===== src/rtl/mano_out_port.sv =====
// Output-device end of the MANO OUTR/FGO interface: owns OUTR and FGO and drains each
// character onto an async serial line (start, WIDTH data bits LSB-first, stop).
module mano_out_port #(
  parameter int unsigned WIDTH        = 8,
  parameter int unsigned CLKS_PER_BIT = 16
) (
  input  logic             clk,
  input  logic             rst,
  input  logic             ld,
  input  logic [WIDTH-1:0] d,
  output logic [WIDTH-1:0] outr,
  output logic             fgo,
  output logic             tx,
  output logic             busy,
  output logic             ovr
);

  localparam int unsigned CntW = (CLKS_PER_BIT > 1) ? $clog2(CLKS_PER_BIT) : 1;
  localparam int unsigned IdxW = (WIDTH > 1) ? $clog2(WIDTH) : 1;
  localparam logic [CntW-1:0] CntMax = CntW'(CLKS_PER_BIT - 1);
  localparam logic [IdxW-1:0] IdxMax = IdxW'(WIDTH - 1);

  typedef enum logic [1:0] {StIdle, StStart, StData, StStop} state_e;

  state_e            state_q, state_d;
  logic [CntW-1:0]   cnt_q, cnt_d;
  logic [IdxW-1:0]   idx_q, idx_d;
  logic [WIDTH-1:0]  outr_q, outr_d;
  logic              fgo_q, fgo_d;
  logic              tx_q, tx_d;
  logic              ovr_q, ovr_d;
  logic              bit_end;
  logic [IdxW-1:0]   idx_inc;

  assign bit_end = (cnt_q == CntMax);
  assign idx_inc = idx_q + IdxW'(1);

  always_comb begin
    state_d = state_q;
    cnt_d   = cnt_q;
    idx_d   = idx_q;
    outr_d  = outr_q;
    fgo_d   = fgo_q;
    tx_d    = tx_q;
    ovr_d   = ovr_q;

    // A load attempt while the previous character is still draining is an overrun.
    if (ld && !fgo_q) begin
      ovr_d = 1'b1;
    end

    unique case (state_q)
      StIdle: begin
        if (ld && fgo_q) begin
          outr_d  = d;
          fgo_d   = 1'b0;
          tx_d    = 1'b0;
          cnt_d   = '0;
          idx_d   = '0;
          state_d = StStart;
        end
      end
      StStart: begin
        if (bit_end) begin
          cnt_d   = '0;
          tx_d    = outr_q[0];
          state_d = StData;
        end else begin
          cnt_d = cnt_q + CntW'(1);
        end
      end
      StData: begin
        if (bit_end) begin
          cnt_d = '0;
          if (idx_q == IdxMax) begin
            // Leave the index at zero so the next frame never starts from a wrapped value.
            idx_d   = '0;
            tx_d    = 1'b1;
            state_d = StStop;
          end else begin
            idx_d = idx_inc;
            tx_d  = outr_q[idx_inc];
          end
        end else begin
          cnt_d = cnt_q + CntW'(1);
        end
      end
      StStop: begin
        if (bit_end) begin
          cnt_d   = '0;
          fgo_d   = 1'b1;
          state_d = StIdle;
        end else begin
          cnt_d = cnt_q + CntW'(1);
        end
      end
      default: state_d = StIdle;
    endcase
  end

  always_ff @(posedge clk or negedge rst) begin
    if (!rst) begin
      state_q <= StIdle;
      cnt_q   <= '0;
      idx_q   <= '0;
      outr_q  <= '0;
      fgo_q   <= 1'b1;
      tx_q    <= 1'b1;
      ovr_q   <= 1'b0;
    end else begin
      state_q <= state_d;
      cnt_q   <= cnt_d;
      idx_q   <= idx_d;
      outr_q  <= outr_d;
      fgo_q   <= fgo_d;
      tx_q    <= tx_d;
      ovr_q   <= ovr_d;
    end
  end

  assign outr = outr_q;
  assign fgo  = fgo_q;
  assign tx   = tx_q;
  assign busy = (state_q != StIdle);
  assign ovr  = ovr_q;

endmodule

===== config.mk =====
export PLATFORM = sky130hd
export DESIGN_NAME = mano_out_port
export DESIGN_NICKNAME = d
export VERILOG_FILES = /design/src/rtl/mano_out_port.sv
export SDC_FILE = /design/constraint.sdc
export NUM_CORES = 1
export LEC_CHECK = 0
export ABC_AREA = 1
export BUFFER_PORTS_ARGS = -buffer_cell sky130_fd_sc_hd__buf_2
export CAP_MARGIN = 20
export CORE_AREA = 2 2 52 54
export DETAILED_ROUTE_END_ITERATION = 8
export DIE_AREA = 0 0 54 56
export GPL_TIMING_DRIVEN = 1
export PLACE_DENSITY = 0.78
export SKIP_LAST_GASP = 1
export SYNTH_ARGS = -nofsm -noshare
export SYNTH_HDL_FRONTEND = slang
export SYNTH_SLANG_ARGS = --single-unit

===== constraint.sdc =====
create_clock -name clk -period 3.8 [get_ports clk]
set_input_delay 0.57 -clock clk [delete_from_list [all_inputs] [get_ports clk]]
set_output_delay 0.57 -clock clk [all_outputs]
set_load 0.05 [all_outputs]

==> Implementation_results.wiki <==
{| class="wikitable"
! Metric !! Value
|-
| Worst min-delay path category || primary input to asynchronous set/reset pin
|-
| Iter 0 DRT Violations || 9
|-
| Antenna viol nets, final || 0
|-
| Via count of the first global-routing pass || just under 900
|-
| Lkg Pwr || about 0.73 nW
|-
| Largest voltage drop on the vdd net || 0.544 mV
|-
| Width of the chip || around 54 um
|-
| Detailed-routing iteration count for the pre-antenna-repair pass || 4
|-
| Slew headroom || between 60% and 70%
|-
| Number of buffer cells added on primary ports || 22
|-
| Syn nets || around 140
|-
| Total CTS buffers || 3
|-
| Type of the worst setup path || flop to output port
|-
| PD cells || between 1000 and 1500 nW/um2
|-
| Pin count of the biggest net entering global routing || 21
|-
| Average wire per cell in the routed design || around 13 um
|-
| Share of power burned in the clock network || between 10% and 20%
|-
| RSZ-0062 raised after global routing || no
|-
| Aggregate negative setup slack || 0 ps
|-
| Count of standard-cell rows || 18
|-
| Post-layout minimum cycle time || 2150 ps
|-
| Hold buffer count at cts || 0
|-
| Vias || around 900
|-
| Remaining global-route overflow || 0
|-
| Register bit count reported by yosys || 20
|-
| Vias per cell || around 5.1
|-
| Drc violations || 0
|-
| Clock tree from TritonCTS || done
|-
| Sequential cell area fraction in the yosys report || a little over two fifths
|-
| Sequential power share || 28.9%
|-
| # Max-Cap Violations || 0
|-
| Number of synthesis warnings || 0
|-
| Count of final max-slew check failures || 0
|-
| Period Utilization, post-route || approximately 57%
|-
| Cell count after synthesis || about 120
|-
| Switching component of the power || 683 uW
|-
| Total number of H-tree levels || 1
|-
| Switching share of power || around 50%
|-
| Clock latency at the later pin of the worst-skew pair || around 310 ps
|-
| Layout Nets || 164
|-
| FMAX || roughly 0.46 GHz
|-
| Number of primary I/O pins || 23
|-
| Detailed-placement wirelength estimate || 1860 um
|-
| Relative contribution of combinational cells to total power || 58.1%
|-
| Final setup viols || 0
|-
| Routability-driven placement congestion ratio || between 0.7 and 0.8
|-
| Wire length of the first global-routing pass || a little under 4000 um
|-
| Starting utilization of the core area || 47.7%
|-
| Endpoint arrival time on the critical path || 1580 ps
|-
| Crit end category || output port
|-
| Clock tree root buffer cell || sky130_fd_sc_hd__clkbuf_4
|-
| Fin worst setup slack || ~1600 ps
|-
| Initial antenna violation count || 0
|-
| Total power after layout || 1.37 mW
|-
| Number of diodes || 0
|-
| Area enclosed by the die boundary || slightly above 3000 um2
|-
| Number of sinks on the clock net || 20
|-
| Floorplan die height || between 50 and 60 um
|-
| Setup fix buffers added after clock tree synthesis || 0
|-
| Worst path required time || between 3000 and 4000 ps
|-
| Internal portion of total power || approximately 680 uW
|-
| Post-placement setup slack || about 2000 ps
|-
| Outcome || finished, final reports clean
|-
| Resized cells post-CTS || 0
|-
| Launching element type of the critical path || flop
|-
| Avg Inst Size Synth || 9.91 um2
|-
| Setup skew after layout || approximately 4 ps
|-
| Placeable core region || between 2000 and 2500 um2
|-
| Count of unique library cells instantiated by Yosys || 24
|-
| Count of final hold-check violations || 0
|-
| Least-Margin Pin Slew || ~450 ps
|-
| Synthesized cell area || ~1200 um2
|-
| Synth-to-layout area growth || 17.3%
|-
| Fraction of final layout cells with drive strength greater than 1 || between 30% and 40%
|-
| Routed WL || around 2300 um
|-
| Largest fanout of any net on the critical path || 5
|-
| Max Buffers Root-to-Sink || 2
|-
| Clock-pin slew on the worst setup and hold paths || roughly 120 ps
|-
| Total track usage || 17.9%
|}
worst max-delay path, cell delays in order, from the launching register on:
cell	delay, ps
sky130_fd_sc_hd__dfrtp_1	450
sky130_fd_sc_hd__inv_1	110
sky130_fd_sc_hd__ha_1	280
sky130_fd_sc_hd__inv_1	150
sky130_fd_sc_hd__buf_2	290
cell type report:
type / instances / area (um2)
inverter: 16 / 65.1
fill: 230 / 1070
tap: 30 / 37.5
clock buffer: 3 / 22.5
timing repair buffer: 22 / 110
clock inverter: 1 / 30.0
multi-input combinational: 81 / 592
sequential: 20 / 503
cells in the mapped netlist (all sizes together):
master	n	area share (%)
a21oi	6	2.9
ha	9	9.7
nand3b	1	1.7
nand4	1	1.8
o21ai	5	2.5
xor2	1	0.76
o21bai	1	0.65
inv	15	4.9
nor2	3	1.2
dfrtp	18	39
o31ai	1	0.65
mux2	8	10
nand3	13	6.0
nand2	32	13
dfstp	2	4.5
clkinv	1	0.76
kinds of logic after synthesis:
| logic type | count (synthesis) | synth area share [%] |
|---|---|---|
| AND/OR/NAND/NOR | 50 | 23.5 |
| AO/OA/AOI/OAI | 13 | 6.69 |
| flip-flops | 20 | 43.4 |
| multiplexers | 8 | 10.4 |
| buffers and inverters | 16 | 5.61 |
| XOR/XNOR | 1 | 0.755 |
| adder cells (fa/ha/maj) | 9 | 9.71 |
path summary, 6_finish.rpt:
check	start	slack [ps]	cells after the start	end
min reg2reg	tx$_DFFE_PN1P_	480	2	tx$_DFFE_PN1P_
max reg2reg	idx_q[0]$_DFFE_PN0P_	2200	10	tx$_DFFE_PN1P_
min in group clk	tx$_DFFE_PN1P_	480	2	tx$_DFFE_PN1P_
max	state_q[0]$_DFFE_PN0P_	1650	4	busy
min	rst	190	1	outr[1]$_DFFE_PN0P_
max in group asynchronous	rst	3270	1	tx$_DFFE_PN1P_
power by group through the flow:
stage | sequential [mW] | combinational [mW] | clock [mW]
after global placement | 0.392 | 0.775 | 0
after detailed placement | 0.400 | 0.800 | 0
final | 0.395 | 0.795 | 0.178
after floorplan | 0.568 | 0.462 | 0
after global routing | 0.410 | 0.867 | 0.197
after CTS | 0.395 | 0.803 | 0.183
cells in the final DEF (no fill, tap or decap), types with 2 or more instances in the layout:
cell type                  synthesis  layout
sky130_fd_sc_hd__a21oi_1           5       5
sky130_fd_sc_hd__buf_2             0      22
sky130_fd_sc_hd__clkbuf_4          0       3
sky130_fd_sc_hd__dfrtp_1          18      18
sky130_fd_sc_hd__dfstp_2           2       2
sky130_fd_sc_hd__ha_1              9       9
sky130_fd_sc_hd__inv_1            13      13
sky130_fd_sc_hd__inv_2             2       2
sky130_fd_sc_hd__mux2_4            8       8
sky130_fd_sc_hd__nand2_1          27      27
sky130_fd_sc_hd__nand2_2           2       2
sky130_fd_sc_hd__nand2_4           3       3
sky130_fd_sc_hd__nand3_1          12      12
sky130_fd_sc_hd__nor2_1            2       2
sky130_fd_sc_hd__o21ai_0           3       3
state kept, by name (all words and copies together) (netlist names):
register / cells
outr: 8
idx_q: 3
ovr: 1
state_q: 2
tx: 1
cnt_q: 4
fgo: 1
metal layers:
layer | GRT usage (%) | up-vias | wire (um)
li1 | - | 432 | -
met1 | 21.1 | 424 | 963
met2 | 30.8 | 28 | 1180
met3 | 3.76 | 4 | 134
met4 | 6.43 | 0 | 25
met5 | 0 | - | 0
through the flow:
step                      instances  instance area, um2  util [%]  hold WS (ps)
after floorplan                 117                1160         -           274
after global routing            173                1360      55.9           188
after global placement          169                1310      53.8           450
after CTS                       173                1360      55.9           194
final                           173                1360      55.9           186
after detailed placement        169                1310      53.8           459
No activity file was read; power rests on OpenSTA's default activity.
